===== src/rtl/onehot_pkg.sv =====
// ============================================================================
// Module      : onehot_pkg
// Description : Shared types and helpers for one-hot sequencers.
//               - action_e        : per-edge update selected by the counter
//               - is_onehot()     : true when exactly one bit is set
//               - onehot_lsb_index: index of the lowest set bit (0 if none)
//               Vectors are passed zero-extended to WIDTH_MAX bits.
// Revision    : 1.0 - initial release
// ============================================================================
`default_nettype none

package onehot_pkg;

    localparam int WIDTH_MIN = 2;
    localparam int WIDTH_MAX = 32;
    localparam int IDX_W     = $clog2(WIDTH_MAX);

    // Update applied to the ring register at an edge (reset handled apart).
    typedef enum logic [2:0] {
        ACT_HOLD = 3'd0,
        ACT_LOAD = 3'd1,
        ACT_UP   = 3'd2,
        ACT_DOWN = 3'd3,
        ACT_FIX  = 3'd4
    } action_e;

    function automatic logic is_onehot(input logic [WIDTH_MAX-1:0] vec);
        int cnt;
        cnt = 0;
        for (int i = 0; i < WIDTH_MAX; i++) begin
            if (vec[i]) cnt++;
        end
        return (cnt == 1);
    endfunction

    // Scan from the top so the lowest set bit is the last one written.
    function automatic logic [IDX_W-1:0] onehot_lsb_index(input logic [WIDTH_MAX-1:0] vec);
        logic [IDX_W-1:0] idx;
        idx = '0;
        for (int i = WIDTH_MAX - 1; i >= 0; i--) begin
            if (vec[i]) idx = IDX_W'(i);
        end
        return idx;
    endfunction

endpackage

`default_nettype wire


===== src/rtl/onehot_to_bin.sv =====
// ============================================================================
// Module      : onehot_to_bin
// Description : Combinational one-hot to binary encoder with legality flag.
// Ports       : q   [WIDTH-1:0] in  - one-hot vector
//               pos [PW-1:0]    out - lowest set bit index (0 when q==0)
//               err             out - q does not have exactly one bit set
// Parameters  : WIDTH 2..32, PW derived as $clog2(WIDTH)
// Revision    : 1.0 - initial release
// ============================================================================
`default_nettype none

module onehot_to_bin
    import onehot_pkg::*;
#(
    parameter  int WIDTH = 5,
    localparam int PW    = $clog2(WIDTH)
) (
    input  logic [WIDTH-1:0] q,
    output logic [PW-1:0]    pos,
    output logic             err
);

    logic [WIDTH_MAX-1:0] w_vec;
    logic [IDX_W-1:0]     w_idx;

    assign w_vec = WIDTH_MAX'(q);
    assign w_idx = onehot_lsb_index(w_vec);
    assign err   = ~is_onehot(w_vec);

    // The helper encodes into the widest index; keep only what WIDTH needs.
    generate
        if (PW == IDX_W) begin : g_pos_full
            assign pos = w_idx;
        end else begin : g_pos_trim
            logic [IDX_W-PW-1:0] w_unused_idx_hi;
            assign pos             = w_idx[PW-1:0];
            assign w_unused_idx_hi = w_idx[IDX_W-1:PW];
        end
    endgenerate

endmodule

`default_nettype wire


===== src/rtl/onehot_ring_counter.sv =====
// ============================================================================
// Module      : onehot_ring_counter
// Description : Parametrised one-hot up/down ring counter with parallel load,
//               binary position, min/max flags, registered wrap pulse and
//               illegal-state detection. State updates on the falling edge.
//               Priority per edge: reset > load (legal index) > en > hold.
// Ports       : clk, reset (sync, active-high), en, up, load, load_pos[PW]
//               q[WIDTH], pos[PW], max, min, wrap, err
// Parameters  : WIDTH 2..32, RESET_POS 0..WIDTH-1, PW = $clog2(WIDTH)
// Options     : ONEHOT_SELF_CORRECT_EN - when defined, an illegal q is
//               replaced by the reset pattern on the next edge, overriding
//               load and en. Otherwise illegal patterns rotate/hold as-is.
// Revision    : 1.0 - initial release
// ============================================================================
`default_nettype none

module onehot_ring_counter
    import onehot_pkg::*;
#(
    parameter  int WIDTH     = 5,
    parameter  int RESET_POS = 0,
    localparam int PW        = $clog2(WIDTH)
) (
    input  logic             clk,
    input  logic             reset,
    input  logic             en,
    input  logic             up,
    input  logic             load,
    input  logic [PW-1:0]    load_pos,
    output logic [WIDTH-1:0] q,
    output logic [PW-1:0]    pos,
    output logic             max,
    output logic             min,
    output logic             wrap,
    output logic             err
);

    localparam logic [WIDTH-1:0] c_RESET_Q = WIDTH'(1) << RESET_POS;

    logic [WIDTH-1:0] r_q;
    logic             r_wrap;

    action_e          w_act;
    logic             w_load_ok;
    logic             w_err;
    logic [WIDTH-1:0] w_q_next;
    logic             w_wrap_next;

    // load_pos can exceed WIDTH-1 when WIDTH is not a power of two; such a
    // load is dropped and the edge falls through to the count logic.
    assign w_load_ok = load && (int'({1'b0, load_pos}) < WIDTH);

    always_comb begin
        w_act = ACT_HOLD;
        if (w_load_ok) begin
            w_act = ACT_LOAD;
        end else if (en) begin
            w_act = up ? ACT_UP : ACT_DOWN;
        end
`ifdef ONEHOT_SELF_CORRECT_EN
        if (w_err) begin
            w_act = ACT_FIX;
        end
`endif
    end

    // Wrap is judged from the bit about to leave the ring end.
    always_comb begin
        w_q_next    = r_q;
        w_wrap_next = 1'b0;
        case (w_act)
            ACT_LOAD: w_q_next = WIDTH'(1) << load_pos;
            ACT_UP: begin
                w_q_next    = {r_q[WIDTH-2:0], r_q[WIDTH-1]};
                w_wrap_next = r_q[WIDTH-1];
            end
            ACT_DOWN: begin
                w_q_next    = {r_q[0], r_q[WIDTH-1:1]};
                w_wrap_next = r_q[0];
            end
            ACT_FIX:  w_q_next = c_RESET_Q;
            default:  w_q_next = r_q;
        endcase
    end

    always_ff @(negedge clk) begin
        if (reset) begin
            r_q    <= c_RESET_Q;
            r_wrap <= 1'b0;
        end else begin
            r_q    <= w_q_next;
            r_wrap <= w_wrap_next;
        end
    end

    onehot_to_bin #(
        .WIDTH (WIDTH)
    ) u_enc (
        .q   (r_q),
        .pos (pos),
        .err (w_err)
    );

    assign q    = r_q;
    assign wrap = r_wrap;
    assign err  = w_err;
    assign max  = r_q[WIDTH-1];
    assign min  = r_q[0];

endmodule

`default_nettype wire


===== config.mk =====
export PLATFORM = sky130hd
export DESIGN_NAME = onehot_ring_counter
export DESIGN_NICKNAME = d
export VERILOG_FILES = /design/src/rtl/onehot_pkg.sv /design/src/rtl/onehot_to_bin.sv /design/src/rtl/onehot_ring_counter.sv
export SDC_FILE = /design/constraint.sdc
export NUM_CORES = 1
export LEC_CHECK = 0
export BUFFER_PORTS_ARGS = -buffer_cell sky130_fd_sc_hd__buf_2
export CAP_MARGIN = 15
export CORE_AREA = 2 2 39 41
export DETAILED_ROUTE_END_ITERATION = 16
export DIE_AREA = 0 0 41 43
export HOLD_SLACK_MARGIN = 0.12
export PLACE_DENSITY = 0.74
export SLEW_MARGIN = 20
export SYNTH_ARGS = -nofsm -noshare
export SYNTH_HDL_FRONTEND = slang
export SYNTH_SLANG_ARGS = --single-unit

===== constraint.sdc =====
create_clock -name clk -period 2.7 [get_ports clk]
set_input_delay 0.405 -clock clk [delete_from_list [all_inputs] [get_ports clk]]
set_output_delay 0.405 -clock clk [all_outputs]
set_load 0.05 [all_outputs]

== After elaboration in Yosys (flattened, before gate mapping) ==
Index checks and enable logic that the tools add are counted.

* Flip-flop bits (word level): 6
* Bits in latches: 0
* RAM bits: 0
* Memory bits (read-only): 0
* Input port bits: 8
* Output and inout bits: 12
* Logic and storage cells: 31
* Memories: 0

* Add/subtract/negate cells: 4
* Multipliers: 0
* Div/mod/pow operators: 0
* Order comparisons: 1
* Equal/unequal tests: 5
* Shifts and indexed selects: 1
* Mux-type cells: 15
* Bitwise operators: 1
* Reduce and logical (&&, ||, !) cells: 2

{| class="wikitable"
|+ Operators with widths
! kind !! count
|-
| 32-bit two-way mux || 4
|-
| 32-bit by 2-bit adder with 32-bit output (second input constant) || 3
|-
| 32-bit by 2-bit == test with 1-bit output (second input constant) || 1
|-
| 5-bit case mux with 4 select lines || 1
|-
| 3-bit two-way mux || 5
|-
| 3-bit by 2-bit == test with 1-bit output (second input constant) || 2
|-
| 1-bit by 3-bit left shift with 5-bit output (first input constant) || 1
|-
| 2-bit two-way mux || 2
|-
| 4-bit nonzero test || 1
|-
| 3-bit by 1-bit == test with 1-bit output (second input constant) || 1
|-
| 3-bit == test (second input constant) || 1
|-
| 3-bit < comparator (second input constant) || 1
|-
| 1-bit by 1-bit adder with 2-bit output (second input constant) || 1
|-
| 1-bit two-way mux || 2
|-
| 1-bit case mux with 2 select lines || 1
|-
| 1-bit logical AND || 1
|-
| 1-bit inverter || 1
|}

== Longest topological paths before layout ==
Gate-level depths: netlist of the first run.

* Depth in word-level cells: 11
* Gate-level depth with buffers: 10
* Depth with buffers taken out: 10

== Modules after synthesis ==
From an unflattened synthesis of the first run, not the netlist that was laid out.

* Cell total of the unflattened synthesis: 80
* Area, all modules: 618.1 µm²

{| class="wikitable"
|+ Modules (own cells, without submodules)
! module !! instances !! cells each !! area each (µm²) !! seq. area each (µm²)
|-
| onehot_ring_counter || 1 || 52 || 419.2 || 120.1
|-
| onehot_to_bin || 1 || 28 || 198.9 || 0.0
|}

==> results of run 1 <==
==> logic make-up after synthesis <==
| kind of cell | synth area share, % |
|---|---|
| AND/OR/NAND/NOR | 19.7 |
| AO/OA/AOI/OAI | 23.7 |
| buffers and inverters | 11.0 |
| flip-flops | 19.5 |
| XOR/XNOR | 9.53 |
| multiplexers | 8.52 |
| adder cells (fa/ha/maj) | 8.11 |
==> worst max-delay path, cell delays in order (launching register included) <==
cell	delay (ps)
dfxtp_4	360
inv_2	50
ha_4	290
xor2_4	160
ha_4	230
mux2i_4	140
inv_1	60
ha_2	170
xor2_1	170
xnor2_1	170
a32oi_4	200
buf_6	190
==> registers in the layout, summed over array words and instances (netlist names) <==
signal and count:
q 5, wrap 1
==> where the power goes <==
group,switching (mW),internal [mW],total (mW)
clock,0.0856,0.0638,0.149
combinational,0.188,0.171,0.360
sequential,0.0104,0.0957,0.106
total,0.284,0.331,0.615
==> worst min path at each step <==
stage	to	slack, ps	cells after the start
after floorplan	q[1]	620	2
final	q[1]	790	4
after global placement	q[1]	670	3
after CTS	q[1]	690	3
after detailed placement	q[1]	680	3
after global routing	q[2]	840	4
==> metal layers <==
layer / global-route usage, % / share of wire, % / wire (um) / up-vias
met5: 0 / 0 / 0 / -
met2: 38.4 / 51 / 1280 / 59
met3: 4.19 / 7.3 / 185 / 14
met4: 15.3 / 5.3 / 135 / 0
li1: - / - / - / 379
met1: 27.4 / 37 / 931 / 371
==> metrics by stage <==
| step | hold slack [ps] | TNS [ps] | total power, mW | area, um2 | std cells |
|---|---|---|---|---|---|
| global placement | 674 | -1480 | 0.397 | 940 | 130 |
| detailed placement | 679 | -1610 | 0.405 | 940 | 130 |
| CTS | 686 | -3110 | 0.553 | 1070 | 139 |
| global route | 839 | -4110 | 0.650 | 1200 | 145 |
| finish | 794 | -3680 | 0.615 | 1200 | 145 |
| floorplan | 615 | -4120 | 0.317 | 703 | 81 |
==> layout make-up <==
class	count	area, um2
Tap cell	16	20.0
Fill cell	65	186
Clock buffer	3	22.5
Inverter	6	22.5
Sequential cell	6	139
Multi-Input combinational cell	62	536
Clock inverter	6	22.5
Timing Repair Buffer	46	435
==> Yosys cell counts <==
cell type / n
o21ai_1: 1
o211ai_1: 1
dfxtp_1: 6
o21bai_1: 1
inv_1: 7
nand3b_1: 1
clkbuf_8: 1
o21ai_0: 3
nand2_1: 7
buf_4: 2
nand2b_1: 4
a21oi_1: 7
mux2_2: 2
a22oi_1: 4
nor3_1: 3
xor2_2: 2
xor2_1: 2
nor2_1: 5
clkbuf_1: 2
a32oi_1: 1
ha_1: 4
buf_2: 1
nor3b_1: 1
a211oi_1: 5
xnor2_1: 1
and3_1: 1
nand3_1: 3
mux2i_1: 3
==> cell usage in the layout, fill, tap and decap left out, types with 2 or more instances in the layout <==
cell type / netlist / layout
nor2_1: 5 / 3
ha_4: 0 / 2
mux2_2: 2 / 2
nand3_1: 3 / 3
xor2_1: 2 / 2
nand2b_1: 4 / 4
clkbuf_4: 0 / 3
buf_8: 0 / 7
a22oi_1: 4 / 4
buf_6: 0 / 12
dfxtp_4: 0 / 5
a211oi_1: 5 / 5
buf_2: 1 / 8
nand2_1: 7 / 6
inv_1: 7 / 9
buf_4: 2 / 18
o21ai_0: 3 / 2
mux2i_1: 3 / 2
a21oi_1: 7 / 6
inv_2: 0 / 3
==> timing repair <==
action	in CTS	in global routing
gates resized for setup	25	24
gates cloned	0	0
buffers inserted	1	6
pin swaps	3	2
endpoints found under the setup margin	11	10
==> results_dict.tcl, run 1 <==
set metrics [dict create \
    status "finished, violations left" \
    violations "setup timing" \
    cts.path.max_buffers 2 \
    grt_overflow 0 \
    cts_made_buffers 3 \
    hold_path_class "flip-flop to flip-flop" \
    syn-num-nets 93 \
    worstSetupStartpoint "q[0]" \
    slew_viol_final 0 \
    synth_area_per_cell_um2 7.62 \
    crit_type "flip-flop to output pin" \
    critPathLaunchType "flip-flop" \
    vias 823 \
    synth_seq_cells 6 \
    finalHoldViolations 0 \
    cp_max_fo 4 \
    final_nets 143 \
    diodes 0 \
    rsz0062_at_grt "true" \
    grt_use_total_pct 24.0 \
    rr_endpoint "q[4]" \
    reg2reg_from "q[0]" \
    r2r_cells 7 \
    p_leak_nw 0.548 \
    fin_util_pct 86.5 \
    synth_cell_types 28 \
    fin_skew_ps 37.8 \
    powerDensity_nw_per_um2 514 \
    num_rows 14 \
    drv_cap 0 \
    syn_area_um2 617 \
    drt_iter0_drc 29 \
    fin_ws_ps -1580 \
    grt_pass1_vias 705 \
    grt_max_degree 10 \
    dp_slack_ps -1290 \
    clock_latency_ps 360 \
    slew_headroom_pct 72.7 \
    synth_seq_area_share_pct 19.5 \
    ctsHoldBuffers 0 \
    drc_errors 0 \
    clock_sinks 6 \
    place.gp.congestion 0.836 \
    synthCells 81 \
    ioPinCount 20 \
    cts_tree "done" \
    cp.required_ps 2300 \
    h-tree-depth 1 \
    yosysTopAreaCellShare_pct 19.5 \
    grt_first_pass_wirelength_um 2920 \
    port_buffers 19 \
    synth_top_cell_by_area "dfxtp_1" \
    die_area_um2 1760 \
    cts-root-buf "clkbuf_4" \
    r2r_slack_ps 1360 \
    die_y_um 43 \
    wl_per_cell_um 17.5 \
    wl_um 2530 \
    initial_core_util_pct 44.6 \
    syn2layout_area_growth_pct 94.1 \
    antenna_found_initial 0 \
    core_um2 1380 \
    holdCritStartpoint "q[1]" \
    crit_end "err" \
    drt-pass1-iter-count 4 \
    clkTransAtPathRegs_ps 40 \
    cp.arrival_ps 3880 \
    dieWidth_um 41 \
    dp_hpwl_um 1310 \
    worstMarginPinSlew_ps 409 \
    critPathCaptureType "output pin" \
    setup_violations 10 \
    drtAntennaViolNets 0 \
    drive_gt1_share_pct 56.6 \
    synth_warnings 0 \
    ir_worst_vdd_uv 477 \
    synthTopCellsByArea "dfxtp_1 19%, ha_1 8.1%, a211oi_1 6.1%" \
    vias_per_cell 5.68 \
]
Power figures use the tool's default switching activity.
==> run 2, diff against run 1 <==
--- a/config.mk
+++ b/config.mk
@@ -7,12 +7,13 @@
 export LEC_CHECK = 0
 export BUFFER_PORTS_ARGS = -buffer_cell sky130_fd_sc_hd__buf_2
 export CAP_MARGIN = 15
-export CORE_AREA = 2 2 39 41
+export CORE_MARGIN = 1
+export CORE_UTILIZATION = 30
 export DETAILED_ROUTE_END_ITERATION = 16
-export DIE_AREA = 0 0 41 43
 export HOLD_SLACK_MARGIN = 0.12
-export PLACE_DENSITY = 0.74
+export PLACE_DENSITY = 0.52
 export SLEW_MARGIN = 20
 export SYNTH_ARGS = -nofsm -noshare
 export SYNTH_HDL_FRONTEND = slang
 export SYNTH_SLANG_ARGS = --single-unit
+export TNS_END_PERCENT = 50
==> run 2 against run 1 <==
Effect of this change: the run still ends with setup timing left; worst hold slack lost 110 ps; combinational power shrank 13%; routed wire length shrank 30%; clock skew shrank 33 ps; first-iteration DRC count shrank 24%; clock power shrank 19%; critical path type unchanged; register-to-register slack gained 190 ps; sequential power is essentially flat; largest power group unchanged.
==> results_dict.tcl, run 2 (synthesized netlist as in run 1, its figures left out) <==
set metrics [dict create \
    powerDensity_nw_per_um2 490 \
    tns_ps -2730 \
    setup_violations 10 \
    clkTransAtPathRegs_ps 30 \
    grt_first_pass_wirelength_um 2680 \
    dp_slack_ps -1290 \
    drt-pass1-iter-count 4 \
    cts_made_buffers 3 \
    final_cell_mix "17 x buf_4, 11 x buf_6, 9 x inv_1" \
    grt_use_total_pct 16.8 \
    critPathLaunchType "flip-flop" \
    rr_endpoint "q[3]" \
    slew_viol_final 0 \
    largest_reg_flops 5 \
    holdCritStartpoint "q[1]" \
    finalHoldViolations 0 \
    syn2layout_area_growth_pct 78.1 \
    internal_power_mw 0.305 \
    wl_per_cell_um 11.9 \
    fin_ws_ps -1500 \
    r2r_slack_ps 1550 \
    ioPinCount 20 \
    switching_share_pct 43.2 \
    clock_latency_ps 310 \
    clock_sinks 6 \
    ctsHoldBuffers 0 \
    die_area_um2 2240 \
    drv_cap 0 \
    slew_headroom_pct 76.5 \
    crit_type "flip-flop to output pin" \
    antenna_found_initial 0 \
    diodes 0 \
    fillers 192 \
    p_leak_nw 0.496 \
    cp.arrival_ps 3790 \
    grt_pass1_vias 661 \
    final_nets 136 \
    die_y_um 47.3 \
    vias 720 \
    final_common_cell "buf_4" \
    power_frac_comb_pct 58.0 \
    core_um2 1940 \
    wl_um 1770 \
    drtAntennaViolNets 0 \
    num_rows 16 \
    grt_max_degree 10 \
    holdPathEnd "q[1]" \
    cts-root-buf "clkbuf_4" \
    cts.path.max_buffers 2 \
    drive_gt1_share_pct 50.8 \
    violations "setup timing" \
    worstMarginPinSlew_ps 351 \
    rsz0062_at_grt "true" \
    dieWidth_um 47.3 \
    status "finished, violations left" \
    holdWs_ps 682 \
    cp.required_ps 2300 \
    initial_core_util_pct 31.8 \
    h-tree-depth 1 \
    cts_tree "done" \
    ir_worst_vdd_uv 253 \
    grt_overflow 0 \
    drt_iter0_drc 22 \
    switching_power_mw 0.233 \
    hold_path_depth 3 \
    power_mw 0.538 \
    hold_path_class "flip-flop to flip-flop" \
    reg2reg_from "q[4]" \
    fin_skew_ps 5.19 \
    seq_power_share_pct 19.4 \
    fin_util_pct 56.6 \
    port_buffers 19 \
    vias_per_cell 4.83 \
    pwr-share-clk_pct 22.6 \
    critPathCaptureType "output pin" \
    drc_errors 0 \
    dp_hpwl_um 1370 \
    r2r_cells 5 \
    place.gp.congestion 0.842 \
    cp_max_fo 4 \
]
==> run 2: cell count changes in the layout (fill, tap and decap cells not counted) <==
| cell | previous run | this run |
|---|---|---|
| a21oi_1 | 6 | 7 |
| buf_4 | 18 | 17 |
| a21oi_2 | 1 | 0 |
| nor3_4 | 1 | 0 |
| nor3_2 | 1 | 2 |
| buf_6 | 12 | 11 |
| dfxtp_1 | 1 | 2 |
| nor2_2 | 1 | 0 |
| buf_8 | 7 | 2 |
| nand2_1 | 6 | 7 |
| nand2_2 | 1 | 0 |
| nor2_1 | 3 | 4 |
| dfxtp_4 | 5 | 4 |
==> run 2: worst max path at each step <==
stage               startpoint  endpoint  slack [ps]  cells past startpoint
floorplan                 q[0]       err       -1390                     10
global placement          q[1]       err       -1250                     11
detailed placement        q[1]       err       -1290                     11
CTS                       q[1]       err       -1530                     11
global route              q[1]       err       -1620                     11
finish                    q[1]       err       -1500                     11
==> run 2: through the flow <==
stage	area [um2]	std cells
2_1_floorplan	702	81
3_3_place_gp	952	141
3_5_place_dp	952	141
4_1_cts	1060	149
5_1_grt	1100	149
6_report	1100	149
==> run 2: power by group through the flow <==
stage,combinational [mW],sequential (mW),clock [mW]
6_report,0.312,0.104,0.121
5_1_grt,0.337,0.106,0.136
4_1_cts,0.307,0.105,0.125
3_3_place_gp,0.279,0.106,0.0160
2_1_floorplan,0.168,0.133,0.0160
3_5_place_dp,0.281,0.105,0.0160
==> run 2: repair_timing <==
item	in CTS	in global routing
hold endpoints to repair	0	0
endpoints found under the setup margin	11	11
buffers inserted	0	0
pin swaps	2	2
gates resized for setup	22	11
==> run 2: final cells by class <==
class	count	area, um2	share of cell area [%]
clock buffers	3	22.5	2.05
flip-flops and latches	6	135	12.3
inverters	6	22.5	2.05
clock inverters	6	22.5	2.05
well taps	27	33.8	3.08
multi-input cells	62	520	47.4
repair buffers	39	342	31.1
==> run 2: worst max-delay path, stage by stage (launching register included) <==
cell	delay [ps]
dfxtp_4	350
inv_2	50
ha_4	290
xor2_4	160
ha_4	220
mux2i_4	150
inv_1	60
ha_2	170
xor2_1	160
xnor2_1	160
a32oi_4	180
buf_6	180
==> run 2: layer usage <==
layer  wire (um)  track usage, %  vias up  part of all wire (%)
met2         895            26.0       26                    50
met5           0               0        -                     0
met3          70            3.08        0                   3.9
met4           0            7.43        0                     0
met1         808            22.7      323                    46
li1            -               -      371                     -
==> run 3, diff against run 2 <==
--- a/config.mk
+++ b/config.mk
@@ -7,11 +7,12 @@
 export LEC_CHECK = 0
 export BUFFER_PORTS_ARGS = -buffer_cell sky130_fd_sc_hd__buf_2
 export CAP_MARGIN = 15
-export CORE_MARGIN = 1
-export CORE_UTILIZATION = 30
+export CORE_AREA = 2 2 39 41
+export CTS_CLUSTER_SIZE = 14
 export DETAILED_ROUTE_END_ITERATION = 16
+export DIE_AREA = 0 0 41 43
 export HOLD_SLACK_MARGIN = 0.12
-export PLACE_DENSITY = 0.52
+export PLACE_DENSITY = 0.74
 export SLEW_MARGIN = 20
 export SYNTH_ARGS = -nofsm -noshare
 export SYNTH_HDL_FRONTEND = slang
==> run 3 against run 2 <==
Effect of this change: the run still ends with setup timing left; first-iteration DRC count increased by 14%; worst hold slack improved by 25 ps; via count increased by 6.7%; worst setup slack got worse by 25 ps; design area decreased by 2.4%; clock power increased by 6%; sequential power about the same; sequential cell count unchanged; sequential share of layout area increased by 0.068 points; cell count decreased by 6.7%; critical endpoint unchanged; largest power group unchanged.
==> results_dict.tcl, run 3 (synthesized netlist as in run 1, its figures left out) <==
set metrics [dict create \
    cp_max_fo 4 \
    hold_path_class "flip-flop to flip-flop" \
    cpPeakStageDelay_ps 360 \
    drive_gt1_share_pct 49.6 \
    num_rows 14 \
    fin_ws_ps -1520 \
    dp_hpwl_um 1420 \
    grt_overflow 0 \
    dp_slack_ps -1300 \
    p_leak_nw 0.498 \
    tns_ps -2940 \
    final_cell_mix "22 x buf_4, 10 x inv_1, 8 x buf_2" \
    cp_common_cell "ha_4" \
    h-tree-depth 1 \
    wl_per_cell_um 13.7 \
    crit_type "flip-flop to output pin" \
    holdWs_ps 706 \
    cp_cell_sequence "inv_2 > ha_4 > xor2_4 > ha_4 > mux2i_4 > inv_1 > ha_2 > xor2_1 > xnor2_1 > a32oi_4 > buf_6" \
    die_area_um2 1760 \
    ioPinCount 20 \
    port_buffers 19 \
    setup_violations 8 \
    fin_util_pct 77.5 \
    ff_latch_area_um2 133 \
    clock_sinks 6 \
    worstMarginPinSlew_ps 323 \
    slew_viol_final 0 \
    vias_per_cell 5.53 \
    finalHoldViolations 0 \
    grt_max_degree 10 \
    syn2layout_area_growth_pct 73.8 \
    drc_errors 0 \
    initial_core_util_pct 44.6 \
    powerDensity_nw_per_um2 515 \
    dieWidth_um 41 \
    postCtsSetupBuffers 0 \
    clkTransAtPathRegs_ps 40 \
    antenna_found_initial 0 \
    cp.arrival_ps 3820 \
    diodes 0 \
    core_um2 1380 \
    multi_input_area_um2 510 \
    wl_um 1910 \
    violations "setup timing" \
    fin_skew_ps 22.8 \
    final_common_cell "buf_4" \
    ir_worst_vdd_uv 318 \
    critPathBufInv 3 \
    grt_use_total_pct 24.2 \
    final_nets 137 \
    place.gp.congestion 0.835 \
    slowest_stage "dfxtp_4" \
    cts-root-buf "clkbuf_4" \
    drt-pass1-iter-count 4 \
    grt_first_pass_wirelength_um 2950 \
    critPathCaptureType "output pin" \
    die_y_um 43 \
    cp.required_ps 2300 \
    cts.path.max_buffers 2 \
    vias 768 \
    drv_cap 0 \
    largest_reg_flops 5 \
    fillers 101 \
    status "finished, violations left" \
    drt_iter0_drc 25 \
    ctsHoldBuffers 0 \
    grt_pass1_vias 724 \
    crit_family "adder cells" \
    clock_latency_ps 330 \
    slew_headroom_pct 78.3 \
    critPathLaunchType "flip-flop" \
    cts_tree "done" \
    rsz0062_at_grt "true" \
    cts_made_buffers 3 \
    drtAntennaViolNets 0 \
]
==> run 3: through the flow <==
| stage | instances | instance area, um2 | total power [mW] |
|---|---|---|---|
| after global routing | 139 | 1070 | 0.585 |
| final | 139 | 1070 | 0.553 |
| after global placement | 131 | 946 | 0.399 |
| after CTS | 139 | 1050 | 0.547 |
| after floorplan | 81 | 702 | 0.316 |
| after detailed placement | 131 | 946 | 0.409 |
==> run 3: path summary, 6_finish.rpt <==
check	startpoint	to	slack (ps)	cells after the start
worst max-delay path	q[1]	err	-1520	11
worst min-delay path	q[4]	q[4]	710	3
worst max register to register	q[3]	q[3]	1520	5
worst min register to register	q[4]	q[4]	710	3
==> run 3: layout make-up <==
cell class | count | area share [%]
flip-flops and latches | 6 | 12.4
inverters | 6 | 2.10
repair buffers | 40 | 31.9
well taps | 16 | 1.87
clock buffers | 3 | 2.10
clock inverters | 6 | 2.10
multi-input cells | 62 | 47.6
==> run 3: worst reg2reg max path, stage by stage, from the launching register on <==
cell,delay [ps]
dfxtp_1,420
buf_4,190
nand2b_1,80
o21ai_0,160
a21oi_1,100
a21oi_1,150
==> run 3: timing repair <==
action	CTS	global route
gates cloned	0	0
resized for setup	20	7
pin swaps	3	1
setup endpoints to repair	10	11
==> run 3: power by group <==
| part | leakage (nW) | switching (mW) | internal (mW) |
|---|---|---|---|
| Combinational | 0.401 | 0.169 | 0.150 |
| Clock | 0.0458 | 0.0654 | 0.0630 |
| Sequential | 0.0513 | 0.00894 | 0.0967 |
==> run 3: metal layers <==
layer	up-vias	share of wire, %	GRT usage (%)
met1	352	35	27.3
met4	0	1.3	10.0
met5	-	0	0
li1	370	-	-
met3	6	6.3	5.24
met2	40	57	40.9
